==> src/rtl/pll_lock_sequencer.sv <==
// -----------------------------------------------------------------------------
// pll_lock_sequencer
//
// Brings the 100 MHz -> 20 MHz PLL from power-up to a stable system clock.
// Everything runs on REFERENCECLK. The block does four jobs:
//   - holds the PLL in reset for a fixed time on each acquisition attempt
//   - synchronizes and filters the PLL lock indication
//   - retries on timeout, and ends in a sticky fault once the retries run out
//   - stretches the downstream system reset past the point of lock acceptance
// Lock loss while running restarts the whole acquisition.
//
// Every output is decoded from the state/counters of the previous cycle and
// then registered. So each output change shows up one cycle after the state
// change that causes it.
//
// Ports
//   REFERENCECLK     in   100 MHz reference clock (only clock)
//   RESET            in   synchronous active-high reset
//   PLL_LOCK         in   asynchronous PLL lock, 2-flop synchronized here
//   PLL_RESETB       out  PLL reset, active low
//   SYS_RESET        out  active-high reset for the 20 MHz domain
//   READY            out  lock accepted and SYS_RESET released
//   FAULT            out  sticky, all acquisition retries exhausted
//   RETRY_COUNT      out  timeouts in the current acquisition sequence
//   LOCK_LOSS_COUNT  out  saturating count of lock losses seen in RUN
// -----------------------------------------------------------------------------
module pll_lock_sequencer #(
  parameter int unsigned RESET_HOLD_CYCLES   = 100,
  parameter int unsigned LOCK_FILTER_CYCLES  = 1024,
  parameter int unsigned LOCK_TIMEOUT_CYCLES = 100000,
  parameter int unsigned MAX_RETRIES         = 3,
  parameter int unsigned SYS_RESET_STRETCH   = 16
) (
  input  logic       REFERENCECLK,
  input  logic       RESET,
  input  logic       PLL_LOCK,
  output logic       PLL_RESETB,
  output logic       SYS_RESET,
  output logic       READY,
  output logic       FAULT,
  output logic [1:0] RETRY_COUNT,
  output logic [7:0] LOCK_LOSS_COUNT
);

  localparam int HOLD_W = $clog2(RESET_HOLD_CYCLES + 32'd1);
  localparam int TMO_W  = $clog2(LOCK_TIMEOUT_CYCLES + 32'd1);
  localparam int FLT_W  = $clog2(LOCK_FILTER_CYCLES + 32'd1);
  localparam int STR_W  = $clog2(SYS_RESET_STRETCH + 32'd1);

  // Each counter is compared against the value it holds in its final cycle.
  localparam logic [HOLD_W-1:0] HOLD_LAST = HOLD_W'(RESET_HOLD_CYCLES - 32'd1);
  localparam logic [TMO_W-1:0]  TMO_LAST  = TMO_W'(LOCK_TIMEOUT_CYCLES - 32'd1);
  localparam logic [FLT_W-1:0]  FLT_LAST  = FLT_W'(LOCK_FILTER_CYCLES - 32'd1);
  localparam logic [STR_W-1:0]  STR_LAST  = STR_W'(SYS_RESET_STRETCH - 32'd1);
  localparam logic [1:0]        RETRY_MAX = 2'(MAX_RETRIES);
  // With a one-cycle filter, the first synchronized lock sample is enough.
  localparam bit                FLT_ONE   = (LOCK_FILTER_CYCLES == 32'd1);

  typedef enum logic [2:0] {
    ST_HOLD      = 3'd0,
    ST_WAIT_LOCK = 3'd1,
    ST_FILTER    = 3'd2,
    ST_RUN       = 3'd3,
    ST_FAULT     = 3'd4
  } state_t;

  state_t            state_r;
  state_t            state_next_s;
  logic              lock_meta_r;
  logic              lock_s_r;
  logic [HOLD_W-1:0] hold_cnt_r;
  logic [TMO_W-1:0]  tmo_cnt_r;
  logic [FLT_W-1:0]  flt_cnt_r;
  logic [STR_W-1:0]  str_cnt_r;
  logic              timeout_s;
  logic              retry_inc_s;
  logic              retry_clr_s;
  logic              loss_s;
  logic              released_s;
  logic              in_acq_s;
  logic              next_acq_s;

  // Two-flop synchronizer for the asynchronous PLL lock.
  always_ff @(posedge REFERENCECLK) begin
    if (RESET) begin
      lock_meta_r <= 1'b0;
      lock_s_r    <= 1'b0;
    end else begin
      lock_meta_r <= PLL_LOCK;
      lock_s_r    <= lock_meta_r;
    end
  end

  // State register.
  always_ff @(posedge REFERENCECLK) begin
    if (RESET) begin
      state_r <= ST_HOLD;
    end else begin
      state_r <= state_next_s;
    end
  end

  // Next-state decode plus the retry and lock-loss event strobes.
  always_comb begin
    state_next_s = state_r;
    retry_inc_s  = 1'b0;
    retry_clr_s  = 1'b0;
    loss_s       = 1'b0;
    timeout_s    = (tmo_cnt_r == TMO_LAST);
    case (state_r)
      ST_HOLD: begin
        if (hold_cnt_r == HOLD_LAST) begin
          state_next_s = ST_WAIT_LOCK;
        end else begin
          state_next_s = ST_HOLD;
        end
      end
      ST_WAIT_LOCK: begin
        if (lock_s_r && FLT_ONE) begin
          state_next_s = ST_RUN;
        end else if (timeout_s) begin
          if (RETRY_COUNT == RETRY_MAX) begin
            state_next_s = ST_FAULT;
          end else begin
            state_next_s = ST_HOLD;
            retry_inc_s  = 1'b1;
          end
        end else if (lock_s_r) begin
          state_next_s = ST_FILTER;
        end else begin
          state_next_s = ST_WAIT_LOCK;
        end
      end
      ST_FILTER: begin
        // Acceptance takes priority over a timeout in the same cycle.
        if (lock_s_r && (flt_cnt_r == FLT_LAST)) begin
          state_next_s = ST_RUN;
        end else if (timeout_s) begin
          if (RETRY_COUNT == RETRY_MAX) begin
            state_next_s = ST_FAULT;
          end else begin
            state_next_s = ST_HOLD;
            retry_inc_s  = 1'b1;
          end
        end else if (!lock_s_r) begin
          state_next_s = ST_WAIT_LOCK;
        end else begin
          state_next_s = ST_FILTER;
        end
      end
      ST_RUN: begin
        if (!lock_s_r) begin
          state_next_s = ST_HOLD;
          loss_s       = 1'b1;
          retry_clr_s  = 1'b1;
        end else begin
          state_next_s = ST_RUN;
        end
      end
      ST_FAULT: begin
        state_next_s = ST_FAULT;
      end
      default: begin
        state_next_s = ST_HOLD;
      end
    endcase
  end

  // Qualifiers for the counters and registered outputs.
  always_comb begin
    in_acq_s   = (state_r == ST_WAIT_LOCK) || (state_r == ST_FILTER);
    next_acq_s = (state_next_s == ST_WAIT_LOCK) || (state_next_s == ST_FILTER);
    released_s = (state_r == ST_RUN) && (str_cnt_r == STR_LAST);
  end

  // Phase counters. Each one is cleared outside its phase and leaves the
  // phase on an equality match, so none of them can wrap.
  always_ff @(posedge REFERENCECLK) begin
    if (RESET) begin
      hold_cnt_r <= '0;
      tmo_cnt_r  <= '0;
      flt_cnt_r  <= '0;
      str_cnt_r  <= '0;
    end else begin
      if ((state_r == ST_HOLD) && (state_next_s == ST_HOLD)) begin
        hold_cnt_r <= hold_cnt_r + 1'b1;
      end else begin
        hold_cnt_r <= '0;
      end

      // The timeout spans the whole attempt, including FILTER -> WAIT_LOCK drops.
      if (in_acq_s && next_acq_s) begin
        tmo_cnt_r <= tmo_cnt_r + 1'b1;
      end else begin
        tmo_cnt_r <= '0;
      end

      // The first high sample seen in WAIT_LOCK already counts toward the filter.
      if (state_next_s == ST_FILTER) begin
        if (state_r == ST_FILTER) begin
          flt_cnt_r <= flt_cnt_r + 1'b1;
        end else begin
          flt_cnt_r <= FLT_W'(1);
        end
      end else begin
        flt_cnt_r <= '0;
      end

      if ((state_r == ST_RUN) && (state_next_s == ST_RUN)) begin
        if (str_cnt_r != STR_LAST) begin
          str_cnt_r <= str_cnt_r + 1'b1;
        end else begin
          str_cnt_r <= str_cnt_r;
        end
      end else begin
        str_cnt_r <= '0;
      end
    end
  end

  // Registered outputs and the retry / lock-loss statistics.
  always_ff @(posedge REFERENCECLK) begin
    if (RESET) begin
      PLL_RESETB      <= 1'b0;
      SYS_RESET       <= 1'b1;
      READY           <= 1'b0;
      FAULT           <= 1'b0;
      RETRY_COUNT     <= 2'd0;
      LOCK_LOSS_COUNT <= 8'd0;
    end else begin
      PLL_RESETB <= in_acq_s || (state_r == ST_RUN);
      SYS_RESET  <= !released_s;
      READY      <= released_s;
      FAULT      <= (state_r == ST_FAULT);

      if (retry_clr_s) begin
        RETRY_COUNT <= 2'd0;
      end else if (retry_inc_s) begin
        RETRY_COUNT <= RETRY_COUNT + 2'd1;
      end else begin
        RETRY_COUNT <= RETRY_COUNT;
      end

      if (loss_s && (LOCK_LOSS_COUNT != 8'hFF)) begin
        LOCK_LOSS_COUNT <= LOCK_LOSS_COUNT + 8'd1;
      end else begin
        LOCK_LOSS_COUNT <= LOCK_LOSS_COUNT;
      end
    end
  end

endmodule

==> config.mk <==
export PLATFORM = sky130hd
export DESIGN_NAME = pll_lock_sequencer
export DESIGN_NICKNAME = d
export VERILOG_FILES = /design/src/rtl/pll_lock_sequencer.sv
export SDC_FILE = /design/constraint.sdc
export NUM_CORES = 1
export LEC_CHECK = 0
export CAP_MARGIN = 20
export CORE_MARGIN = 4
export CORE_UTILIZATION = 55
export CTS_CLUSTER_DIAMETER = 60
export DETAILED_ROUTE_END_ITERATION = 16
export PLACE_DENSITY = 0.84
export SYNTH_ARGS = -nofsm -noshare
export SYNTH_HDL_FRONTEND = slang
export SYNTH_SLANG_ARGS = --single-unit
==> constraint.sdc <==
create_clock -name REFERENCECLK -period 1.88 [get_ports REFERENCECLK]
set_input_delay 0.282 -clock REFERENCECLK [delete_from_list [all_inputs] [get_ports REFERENCECLK]]
set_output_delay 0.282 -clock REFERENCECLK [all_outputs]
set_load 0.05 [all_outputs]
==> impl_results.md, run 1 <==
* Status: complete, no violations
* Gpl congestion at 0.835
* Max Slew Vio Count at 0
* Number of max-cap violations at 0
* Gr ovfl total at 0
* Clock skew at 0.00871 ns
* Most common cell in the netlist: dfxtp_1
* First-pass GRT wire length at 9000 µm
* Pwr Total at 2610 µW
* Yosys cell types at 51
* Core area at about 4800 µm²
* Setup violators final at 0
* Global Route Usage Sum at between 10% and 20%
* WP buf/inv at 1
* Commonest cells in the netlist: dfxtp_1 (59), nor2_1 (28), nor3_1 (26)
* Worst-margin pin slew at 0.505 ns
* Max Used Layer: met4
* Worst vdd ir at 397 µV
* Hpwl dp at about 3500 µm
* Drt drc at 0
* Slew margin rel. at between 60% and 70%
* Syn Inst Count at 295
* CTS tree: built
* WP data required at ~1.6 ns
* Die span in y at approximately 80 µm
* Crit path max fanout at 3
* R2R Path End: flt_cnt_r[2]
* Met2 routed WL at roughly 2500 µm
* Total negative setup slack at 0 ns
* IO Pins at 17
* Die width at 78.1 µm
* Final Hold Vio Count at 0
* CP arrival at around 1.5 ns
* Nets at 326
* Clk_lat worst skew at roughly 0.33 ns
* Hold WS at roughly 0.44 ns
* Post-route non-filler standard cell count at 388
* Synth area leader: dfxtp_1
* Xor and xnor area share after synthesis at 10.4%
* CTS root buf: clkbuf_8
* Min Clock Period, post-route at 1.82 ns
* Syn Nets at about 310
* DR WL/cell at 13.2 µm
* DR iter-0 viols at 101
* Initial Utilization at 56.8%
* Vias per cell at roughly 5.6
* Hold wc startpoint: lock_meta_r
* FF-to-FF Start: flt_cnt_r[0]
* CTS buffer count at 9
* RSZ-0062 raised after global routing: false
* Tcrit/Tclk final at a little over nine tenths
* Hold-critical path endpoint: lock_s_r
* Pwr/cell area at 817 nW/µm²
* CP Capture Type: output pin
* CP delay by family, top: buffers and inverters
* H-tree levels at 3
* Setup repair bufs after CTS at 0
* Critical Path Max Stage Delay at between 0.8 and 0.9 ns
* Port Buffers at 16
* Clock power share at 50.0%
* Die area at about 6000 µm²
* Syn_area_per_cell at 9.16 µm²
* Worst setup margin at 0.0572 ns
* Initial antenna violation count at 0
* Routed Wire Length at around 5000 µm
* Synth top area share at 43.7%
* Int Pwr at 2090 µW
* Mapped Area at 2700 µm²
* Total net switching power at 519 µW
* Combinational power share at 1.5%
* Crit Path Category: flip-flop to output pin
* Register bit total from synthesis at 59
* Synth Area in Adders at roughly 3.2%
* Antenna fix cells at 0
* Area delta synth->final at 18.2%
* Slowest CP cell: clkdlybuf4s50_1
* FF-to-FF path depth at 6
* DR WL met3 at around 230 µm
* Post-synth EDFFs at 0
* Mux share of post-synthesis cell area at 1.48%
* Dpl cells at 372
* WHS Path Cells at 1
* Post-synthesis simple-gate area fraction at between 20% and 30%
* Longest Clk Path Bufs at 2
* Main area contributors after synthesis: dfxtp_1 (44%), xnor2_1 (5.8%), nor3_1 (4.8%)
* Met1 WL at 2330 µm
* Post-synthesis sequential area ratio at 43.7%
* Fillers at between 300 and 400
* Reg2reg setup slack at 0.11 ns
* Clk sinks at 59
* P_leak at 0.00113 µW
* Hold WC Path Type: flip-flop to flip-flop
* Synth Warn # at 0
* CTS Hold Buffers Added at 0
* Number of global-route vias before repair at between 2000 and 2500
* Crit path cell chain: clkdlybuf4s50_1
* Synth Area in Compound Gates at 9.40%
* Final ANT Viol Nets at 0
* Switching share of power at 19.9%
* Largest net degree at the start of global routing at 39
* Fmax at between 500 and 600 MHz
* Clock transition at the registers of the reported paths at 0.07 ns
* Synth async-reset ratio at 0%
* Total number of placement rows at 25
* Via count at 2172
* Startpoint Class: flip-flop
* Share of cells above drive strength 1 at 10.9%
* Seq pwr share at 48.5%
* Main flop type after synthesis: dfxtp_1
* Main combinational cell family by area after synthesis: simple AND/OR/NAND/NOR gates
* DP Worst Slack at 0.112 ns
* DRT Pass-1 Iters at 4
kinds of logic (layout without fill, tap and decap cells):
logic type,Yosys count,after routing
compound gates,30,30
buf+inv,24,50
flops,59,59
mux,4,4
xor+xnor,32,32
simple gates,139,139
fa+ha+maj,7,7
state kept, by name, indices dropped and copies added, names as in the netlist:
name             cells
hold_cnt_r           7
PLL_RESETB           1
RETRY_COUNT          2
SYS_RESET            1
tmo_cnt_r           17
state_r              3
FAULT                1
flt_cnt_r           11
lock_meta_r          1
lock_s_r             1
READY                1
str_cnt_r            5
LOCK_LOSS_COUNT      8
worst max path at each step:
stage                       start                 end  cells after the start
2_1_floorplan  LOCK_LOSS_COUNT[0]  LOCK_LOSS_COUNT[1]                      5
3_3_place_gp        tmo_cnt_r[15]        flt_cnt_r[4]                      5
3_5_place_dp                RESET        flt_cnt_r[2]                      3
4_1_cts        LOCK_LOSS_COUNT[4]  LOCK_LOSS_COUNT[4]                      1
5_1_grt        LOCK_LOSS_COUNT[7]  LOCK_LOSS_COUNT[7]                      1
6_report           RETRY_COUNT[1]      RETRY_COUNT[1]                      1
area by class of cell:
cell class / instances / area (µm²) / share of cell area [%]
repair buffers: 22 / 224 / 7.02
inverters: 12 / 45.0 / 1.41
flip-flops and latches: 59 / 1180 / 37.0
clock inverters: 4 / 72.6 / 2.27
clock buffers: 12 / 155 / 4.86
multi-input cells: 212 / 1430 / 44.8
well taps: 67 / 83.8 / 2.63
power by group through the flow:
stage	Combinational [µW]	Clock [µW]	Sequential [µW]
detailed placement	37.9	0	1290
CTS	37.9	1320	1260
floorplan	26.7	0	1290
global route	42.9	1370	1270
finish	38.0	1300	1270
global placement	36.8	0	1290
layout by cell type (no fill, tap or decap), types with 4 or more instances in the layout:
master / instances
nor4_1: 4
inv_1: 12
buf_4: 6
or3_1: 5
xnor2_1: 18
and2_1: 6
ha_1: 7
nand3_1: 16
a21oi_1: 6
and4_1: 4
and3_1: 7
o2111ai_1: 4
nand2_1: 16
nand4_1: 7
clkbuf_8: 11
dlymetal6s2s_1: 4
nor2b_1: 4
mux2i_1: 4
nor2_1: 28
dfxtp_1: 59
nor3_1: 26
clkdlybuf4s50_1: 10
xor2_1: 14
through the flow:
step	utilization [%]	cell area, µm²
after global routing	67.1	3190
after CTS	66.7	3170
after detailed placement	61.9	2940
after global placement	61.9	2940
after floorplan	-	2700
final	67.1	3190
timing repair:
action,in CTS,in global routing
resized for setup,1,6
pin swaps,0,1
cloned,0,0
setup endpoints to repair,1,25
hold endpoints to repair,0,0
layer usage:
layer | track usage, % | vias up
li1 | - | 1094
met1 | 22.4 | 1024
met2 | 29.1 | 46
met3 | 4.24 | 8
met4 | 11.4 | 0
met5 | 0 | -
Note: power is estimated with default switching activity, not from simulation.
==> run 2, diff against run 1 <==
- REMOVE_ABC_BUFFERS: not set -> 1
==> impl_results.md, run 2 (synthesized netlist as in run 1, its figures left out) <==
* CTS Hold Buffers Added at 0
* Fillers at 386
* Routed Wire Length at 5310 µm
* IO Pins at 17
* DR WL/cell at between 10 and 15 µm
* CTS root buf: clkbuf_8
* CTS buffer count at 9
* Fmax at 554 MHz
* WP data required at 1.60 ns
* Global Route Usage Sum at 19.4%
* Gr ovfl total at 0
* Share of cells above drive strength 1 at around 11%
* Min Clock Period, post-route at 1.80 ns
* CP arrival at 1.52 ns
* Clock skew at 0.00656 ns
* Max Used Layer: met4
* Slew margin rel. at 64.6%
* H-tree levels at 3
* Die area at 6100 µm²
* DRT Pass-1 Iters at 4
* Largest net degree at the start of global routing at 27
* Gpl congestion at 0.854
* Crit Path Category: flip-flop to output pin
* Via count at 2195
* Max reg flops at 17
* Multi-input gate area at 1420 µm²
* Number of global-route vias before repair at 2163
* Longest Clk Path Bufs at 2
* Initial Utilization at 56.8%
* Final core area utilization at 66.2%
* Critical Path Max Stage Delay at 0.82 ns
* Slowest CP cell: clkdlybuf4s50_1
* Setup violators final at 0
* RSZ-0062 raised after global routing: false
* Area delta synth->final at 16.5%
* Die width at 78.1 µm
* Top flop regs: tmo_cnt_r: 17 flops, flt_cnt_r: 11 flops, LOCK_LOSS_COUNT: 8 flops
* Post-placement cell area at 2960 µm²
* Number of max-cap violations at 0
* Tcrit/Tclk final at 96.0%
* Final Hold Vio Count at 0
* Crit path max fanout at 3
* Total negative setup slack at 0 ns
* Clock transition at the registers of the reported paths at 0.06 ns
* Nets at 330
* Final ANT Viol Nets at 0
* Met1 WL at around 2500 µm
* Status: complete, no violations
* First-pass GRT wire length at 9450 µm
* Die span in y at roughly 78 µm
* Core area at 4750 µm²
* Worst-margin pin slew at around 0.53 ns
* Clk sinks at 59
* Total number of placement rows at 25
* Port Buffers at 16
* CP delay by family, top: buffers and inverters
* Clk_lat worst skew at 0.33 ns
* Initial antenna violation count at 0
* FF/Latch Area at roughly 1200 µm²
* CP Capture Type: output pin
* Hpwl dp at 3560 µm
* Most frequent cells in the layout: dfxtp_1 (59), nor2_1 (28), nor3_1 (26), xnor2_1 (18)
* Met2 routed WL at 2570 µm
* Crit path cell chain: clkdlybuf4s50_1
* Layout Cell Area excl Fill at 3150 µm²
* Max Slew Vio Count at 0
* Startpoint Class: flip-flop
* DR iter-0 viols at 88
* Hold WS at 0.453 ns
* WP buf/inv at 1
* Hold WC Path Type: flip-flop to flip-flop
* Antenna fix cells at 0
* Vias per cell at 5.61
* Pwr/cell area at 719 nW/µm²
* P_leak at between 0.001 and 0.0015 µW
* DR WL met3 at 198 µm
* Drt drc at 0
* Worst vdd ir at 487 µV
* Biggest register: tmo_cnt_r
* Most common cell after layout, fill and taps aside: dfxtp_1
* CTS tree: built
## run 2: worst paths after layout
kind              slack (ns)                from  cells past startpoint            endpoint
setup / recovery        0.08  LOCK_LOSS_COUNT[6]                      1  LOCK_LOSS_COUNT[6]
hold / removal          0.45         lock_meta_r                      1            lock_s_r
setup reg to reg        0.15        flt_cnt_r[0]                      6        tmo_cnt_r[6]
hold reg to reg         0.45         lock_meta_r                      1            lock_s_r
## run 2: where the power goes
group / internal, µW / switching, µW / total, µW
clock network: 500 / 458 / 958
registers: 1260 / 6.69 / 1260
logic: 14.9 / 24.5 / 39.3
total: 1770 / 489 / 2260
## run 2: worst register-to-register path, delay by kind of cell, from the launching register on
family                   cells  cell delay [ns]
AO/OA/AOI/OAI                2             0.51
AND/OR/NAND/NOR              2             0.29
flip-flops                   1             0.38
buffers and inverters        1             0.20
adder cells (fa/ha/maj)      1             0.23
## run 2: stage by stage
step	worst slack (ns)	instances	total power [µW]
5_1_grt	0.0121	391	2350
3_3_place_gp	0.152	374	1330
4_1_cts	0.0196	389	2280
6_report	0.0758	391	2260
3_5_place_dp	0.0916	374	1330
2_1_floorplan	0.145	283	1310
## run 2: what timing repair did
item,in CTS,in global routing
endpoints found under the setup margin,0,27
endpoints found under the hold margin,0,0
gates resized for setup,0,6
setup buffers,0,2
## run 2: layer usage
metal	GRT usage, %	vias up
li1	-	1103
met1	23.0	1047
met2	31.1	36
met3	6.88	9
met4	9.79	0
met5	0	-
## run 2: cell type report
| type | instances | area share [%] |
|---|---|---|
| tap | 67 | 2.66 |
| clock buffer | 12 | 4.61 |
| timing repair buffer | 26 | 8.27 |
| sequential | 59 | 37.5 |
| multi-input combinational | 212 | 45.0 |
| clock inverter | 3 | 0.477 |
| inverter | 12 | 1.43 |
==> run 3, diff against run 2 <==
- SLEW_MARGIN: not set -> 20
==> results of run 3 <==
No change in the layout: final DEF, timing and power equal those of run 2.
